## src/rtl/wide_add_pkg.sv

```systemverilog
// Shared types and constants for the wide add/sub sequencer.
package wide_add_pkg;

    localparam int WORD_W    = 16;
    localparam int MAX_WORDS = 16;

    typedef enum logic [1:0] {
        IDLE = 2'd0,
        RUN  = 2'd1,
        DONE = 2'd2
    } add_state_t;

endpackage

```

## src/rtl/carry_select_adder_16_bit.sv

```systemverilog
// 16-bit carry-select adder: four 4-bit blocks, each precomputed for
// carry-in 0 and 1, with the block carry picking the right result.
module carry_select_adder_16_bit (
    input  logic [15:0] A,
    input  logic [15:0] B,
    input  logic        Cin,
    output logic [15:0] Sum,
    output logic        Cout
);

    logic [4:0] w_c;

    assign w_c[0] = Cin;

    for (genvar g = 0; g < 4; g++) begin : g_blk
        logic [4:0] w_s0;
        logic [4:0] w_s1;

        assign w_s0 = {1'b0, A[4*g +: 4]} + {1'b0, B[4*g +: 4]};
        assign w_s1 = {1'b0, A[4*g +: 4]} + {1'b0, B[4*g +: 4]} + 5'd1;

        assign Sum[4*g +: 4] = w_c[g] ? w_s1[3:0] : w_s0[3:0];
        assign w_c[g+1]      = w_c[g] ? w_s1[4]   : w_s0[4];
    end

    assign Cout = w_c[4];

endmodule

```

## src/rtl/wide_add_sequencer.sv

```systemverilog
// Multi-cycle NUM_WORDS x 16-bit add/sub that walks one shared 16-bit
// adder across the operands, least-significant slice first.
module wide_add_sequencer
    import wide_add_pkg::*;
#(
    parameter  int NUM_WORDS = 4,
    localparam int W         = WORD_W * NUM_WORDS
) (
    input  logic         Clk,
    input  logic         Reset_n,
    input  logic         Req_valid,
    output logic         Req_ready,
    input  logic [W-1:0] A,
    input  logic [W-1:0] B,
    input  logic         Sub,
    output logic         Res_valid,
    input  logic         Res_ready,
    output logic [W-1:0] Sum,
    output logic         Cout,
    output logic         Overflow
);

    localparam int KW = $clog2(NUM_WORDS + 1);

    if (NUM_WORDS < 1 || NUM_WORDS > MAX_WORDS) begin : g_bad_words
        $error("wide_add_sequencer: NUM_WORDS out of range");
    end

    add_state_t  r_state;
    logic [KW-1:0] r_k;
    logic        r_carry;
    logic [W-1:0] r_op_a;
    logic [W-1:0] r_op_b;
    logic [W-1:0] r_sum;
    logic        r_cout;
    logic        r_ovf;

    int unsigned       w_idx;
    logic [WORD_W-1:0] w_a;
    logic [WORD_W-1:0] w_b;
    logic [WORD_W-1:0] w_add_sum;
    logic              w_add_cout;
    logic              w_last;
    logic              w_ovf;

    assign w_idx  = WORD_W * int'(r_k);
    assign w_a    = r_op_a[w_idx +: WORD_W];
    assign w_b    = r_op_b[w_idx +: WORD_W];
    assign w_last = (r_k == KW'(NUM_WORDS - 1));

    // Only the top slice's MSBs matter; earlier slices never latch this.
    assign w_ovf = (w_a[WORD_W-1] == w_b[WORD_W-1]) &&
                   (w_add_sum[WORD_W-1] != w_a[WORD_W-1]);

    carry_select_adder_16_bit u_adder (
        .A    (w_a),
        .B    (w_b),
        .Cin  (r_carry),
        .Sum  (w_add_sum),
        .Cout (w_add_cout)
    );

    always_ff @(posedge Clk) begin
        if (!Reset_n) begin
            r_state <= IDLE;
            r_k     <= '0;
            r_carry <= 1'b0;
            r_op_a  <= '0;
            r_op_b  <= '0;
            r_sum   <= '0;
            r_cout  <= 1'b0;
            r_ovf   <= 1'b0;
        end else begin
            unique case (r_state)
                IDLE: begin
                    if (Req_valid) begin
                        r_op_a  <= A;
                        r_op_b  <= Sub ? ~B : B;
                        r_carry <= Sub;
                        r_k     <= '0;
                        r_state <= RUN;
                    end
                end
                RUN: begin
                    r_sum[w_idx +: WORD_W] <= w_add_sum;
                    r_carry <= w_add_cout;
                    r_k     <= r_k + KW'(1);
                    if (w_last) begin
                        r_cout  <= w_add_cout;
                        r_ovf   <= w_ovf;
                        r_state <= DONE;
                    end
                end
                DONE: begin
                    if (Res_ready) begin
                        r_state <= IDLE;
                    end
                end
                default: r_state <= IDLE;
            endcase
        end
    end

    assign Req_ready = (r_state == IDLE);
    assign Res_valid = (r_state == DONE);
    assign Sum       = r_sum;
    assign Cout      = r_cout;
    assign Overflow  = r_ovf;

endmodule

```

## config.mk

```make
export PLATFORM = sky130hd
export DESIGN_NAME = wide_add_sequencer
export DESIGN_NICKNAME = d
export VERILOG_FILES = /design/src/rtl/wide_add_pkg.sv /design/src/rtl/carry_select_adder_16_bit.sv /design/src/rtl/wide_add_sequencer.sv
export SDC_FILE = /design/constraint.sdc
export NUM_CORES = 1
export LEC_CHECK = 0
export BUFFER_PORTS_ARGS = -buffer_cell sky130_fd_sc_hd__buf_2
export CAP_MARGIN = 0
export CORE_MARGIN = 2
export CORE_UTILIZATION = 45
export DETAILED_ROUTE_END_ITERATION = 8
export GPL_TIMING_DRIVEN = 0
export MAX_ROUTING_LAYER = met4
export PLACE_DENSITY = 0.67
export SETUP_SLACK_MARGIN = 0.5
export SLEW_MARGIN = 20
export SYNTH_ARGS = -nofsm -noshare
export SYNTH_HDL_FRONTEND = slang
export SYNTH_SLANG_ARGS = --single-unit
```

## constraint.sdc

```tcl
create_clock -name Clk -period 6.4 [get_ports Clk]
set_input_delay 1.6 -clock Clk [delete_from_list [all_inputs] [get_ports Clk]]
set_output_delay 1.6 -clock Clk [all_outputs]
set_load 0.1 [all_outputs]
```

==> flow_summary.ini <==
[logic_synthesis]
synth.largest_area_cell = dfxtp_1
yosysUniqueCellTypes = 50
synthSimpleGateAreaFrac_pct = 16.9
ys_seq_area_share_pct = 40.4
synthXorXnorAreaFrac_pct = 7.90
synth_fp_nets = 1236
synth_top_area_share_pct = 40.4
ys.warnings.count = 0
synth-async-reset-ratio_pct = 0
synth_top_family_by_area = compound AO/OA/AOI/OAI gates
ys_seq_elements = 200
ys.flop_type = dfxtp_1
syn_area_um2 = 9920
synth_edf_count = 0
synth_compound_area_share_pct = 18.7
synth_area_leaders = dfxtp_1, nand2_1, xnor2_1
synth.avg_cell_area_um2 = 9.25
syn_inst = 1072
synthAdderAreaFrac_pct = 4.21
synthMuxAreaShare_pct = 7.94

[global_routing]
grt-ovfl-total = 0
antenna_found_initial = 2
grt_start_max_net_pins = 20
grt_usage_pct = 24.9
grt_pass1_vias = 7951
grt_pass1_wl_um = 43900

[power_and_ir_drop]
ir_drop_mv = 0.165
power_switching_w = 0.000951
leakagePower_nw = 5.36
clkPwrFrac_pct = 36.1
p_sw_share_pct = 30.6
combPwrFrac_pct = 20.2
seq_power_share_pct = 43.7
pwr_density_cell_nw_per_um2 = 262
p_int_w = 0.00216

[critical_path]
rr_worst_depth = 17
cp.arrival_ns = 5.84
r2r_slack_ns = 0.90
cp-start-kind = flip-flop
worstSetupPathType = reg2reg
worstPathCellList = clkbuf_1 -> clkbuf_2 -> buf_2 -> a211oi_1 -> a211oi_1 -> inv_1 -> fa_1 -> inv_1 -> ha_1 -> nand2_1 -> nor3_1 -> mux2i_1 -> mux2i_1 -> mux2_4 -> a211o_1 -> or3b_1 -> a41o_1
critPathMaxFanout = 10
cp_slowest_cell = fa_1
cp_num_buf_inv = 5
path_delay_family = buffers and inverters
worst_setup_path_end_kind = flip-flop
required_ns = 6.74
regToRegEndpoint = r_carry$_SDFFE_PN0P_
max_stage_delay_ns = 0.60
r2r_start = r_k[0]$_SDFFE_PN0P_

[worst_hold_path]
min-delay-path-class = reg2reg
hold_end = Sum[26]$_SDFFE_PN0P_
hp-start = Sum[26]$_SDFFE_PN0P_
min_path_cells = 2

[outcome]
status = completed

[placement]
gp_congestion = 0.904
portBuffers = 198
placed_cell_area_um2 = 11300
dpl.hpwl_um = 22000

[floorplan]
core.rowCount = 54
initial_utilization_pct = 45.6
dieArea_um2 = 23200
io_pins = 201
fp.dieH_um = 152
coreArea_um2 = 21800
die_w_um = 152

[drt]
drtPass1Iterations = 5
vias_per_cell = 5.35
detail-route-antenna-nets = 0
drt_iter0_markers = 541
drc_errors = 0
dr_total_vias = 8473
wirelength_um = 28600
wl_per_cell_um = 18.0

[cts]
cts_buffers = 17
clk_pin_slew_ns = 0.07
postCtsHoldBufs = 0
root_buffer = clkbuf_16
clock-sinks = 200
clock_latency_ns = 0.45
clk_path_buf_depth = 2
h-tree-depth = 4
cts_tree = yes

[layout]
drive_above_1_share_pct = 20.7
n_fill_cell = 2092
areaGrowthSynthToFinish_pct = 19.9
fin_nets = 1453
multi_input_area_um2 = 5520
layout_commonest_cell = nand2_1
seq_area_um2 = 4000
final_cell_area_um2 = 11900
final_cell_mix = nand2_1, dfxtp_1, buf_2

[sta]
fmax_mhz = 182
slew_headroom_pct = 42.1
setup_viol = 0
fin_crit_sh_pct = 85.9
worst_pin_slew_ns = 0.869
rsz0062_at_grt = no
skew_ns = 0.0111
drv_slew = 0
finalHoldViolCount = 0
finalCriticalPeriod_ns = 5.50
tns_ns = 0

[flow_run]
cap_viol_max_count = 0
[layout make-up]
cell class,instances,area share (%)
antenna,1,0.0210
buffer,85,2.77
clock buffer,18,3.69
clock inverter,14,1.55
inverter,20,0.631
multi-input combinational,767,46.4
sequential,200,33.7
tap,280,2.95
timing repair buffer,198,8.33
[kinds of logic after synthesis]
logic type / after synthesis
fa+ha+maj: 31
buf+inv: 105
flops: 200
simple gates: 364
compound gates: 237
mux: 48
xor+xnor: 87
[flip-flops by register name, indices dropped and copies added, names as in the netlist]
register and flops:
Sum 64, r_op_a 64, r_op_b 64, r_k 3, r_state 2, Cout 1, Overflow 1, r_carry 1
[worst register-to-register path: cells and delay by family, from the launching register on]
family | cells | cell delay (ns)
flip-flops | 1 | 0.40
buffers and inverters | 5 | 1.25
AND/OR/NAND/NOR | 3 | 0.58
adder cells (fa/ha/maj) | 2 | 0.79
AO/OA/AOI/OAI | 4 | 1.20
multiplexers | 3 | 1.19
[power groups by stage]
stage | clock, W | combinational (W) | sequential [W]
6_report | 0.00112 | 0.000628 | 0.00136
5_1_grt | 0.00118 | 0.000684 | 0.00137
4_1_cts | 0.00113 | 0.000628 | 0.00136
3_5_place_dp | 0 | 0.000624 | 0.00139
3_3_place_gp | 0 | 0.000615 | 0.00138
2_1_floorplan | 0 | 0.000381 | 0.00143
[per-stage QoR]
stage	cells	worst slack, ns	hold WS, ns	utilization (%)	power (W)
global placement	1550	0.251	0.430	51.7	0.00200
floorplan	1072	1.48	0.439	-	0.00181
detailed placement	1550	0.253	0.437	51.7	0.00201
finish	1583	0.900	0.450	54.7	0.00311
CTS	1582	0.534	0.454	54.6	0.00312
global route	1583	0.565	0.476	54.7	0.00323
[Yosys cell counts (3+ instances only)]
cell / number
nand2_1: 232
dfxtp_1: 200
xnor2_1: 79
a21boi_0: 68
clkbuf_1: 67
o211a_1: 64
nor2b_1: 55
and2_1: 29
a22oi_1: 27
ha_1: 27
o21ai_0: 27
mux4_2: 24
mux2i_1: 22
inv_1: 20
buf_1: 17
a21oi_1: 16
nand3_1: 14
a211oi_1: 11
nand2b_1: 9
nor2_1: 7
o21ai_1: 6
xor2_1: 6
nor3_1: 5
fa_1: 4
a21o_1: 3
a32oi_1: 3
and3_1: 3
nand4_1: 3
o21a_1: 3
[how the worst max path moves through the flow]
stage / from / end / cells past startpoint
after global placement: r_k[1]$_SDFFE_PN0P_ / r_carry$_SDFFE_PN0P_ / 17
after floorplan: r_k[1]$_SDFFE_PN0P_ / r_carry$_SDFFE_PN0P_ / 18
after detailed placement: r_k[1]$_SDFFE_PN0P_ / r_carry$_SDFFE_PN0P_ / 17
after CTS: r_k[1]$_SDFFE_PN0P_ / r_carry$_SDFFE_PN0P_ / 17
after global routing: r_k[0]$_SDFFE_PN0P_ / r_carry$_SDFFE_PN0P_ / 17
final: r_k[0]$_SDFFE_PN0P_ / r_carry$_SDFFE_PN0P_ / 17
[layer usage]
layer | GRT usage (%) | vias to the layer above | share of wire (%)
li1 | - | 4112 | -
met1 | 33.9 | 4061 | 47
met2 | 38.8 | 266 | 46
met3 | 3.92 | 34 | 5.7
met4 | 6.48 | 0 | 1.7
met5 | - | - | 0
[timing repair]
| action | CTS | global route |
|---|---|---|
| setup buffers | 0 | 0 |
| endpoints found under the setup margin | 17 | 19 |
| resized for setup | 2 | 9 |
Note: power is estimated with default switching activity, not from simulation.
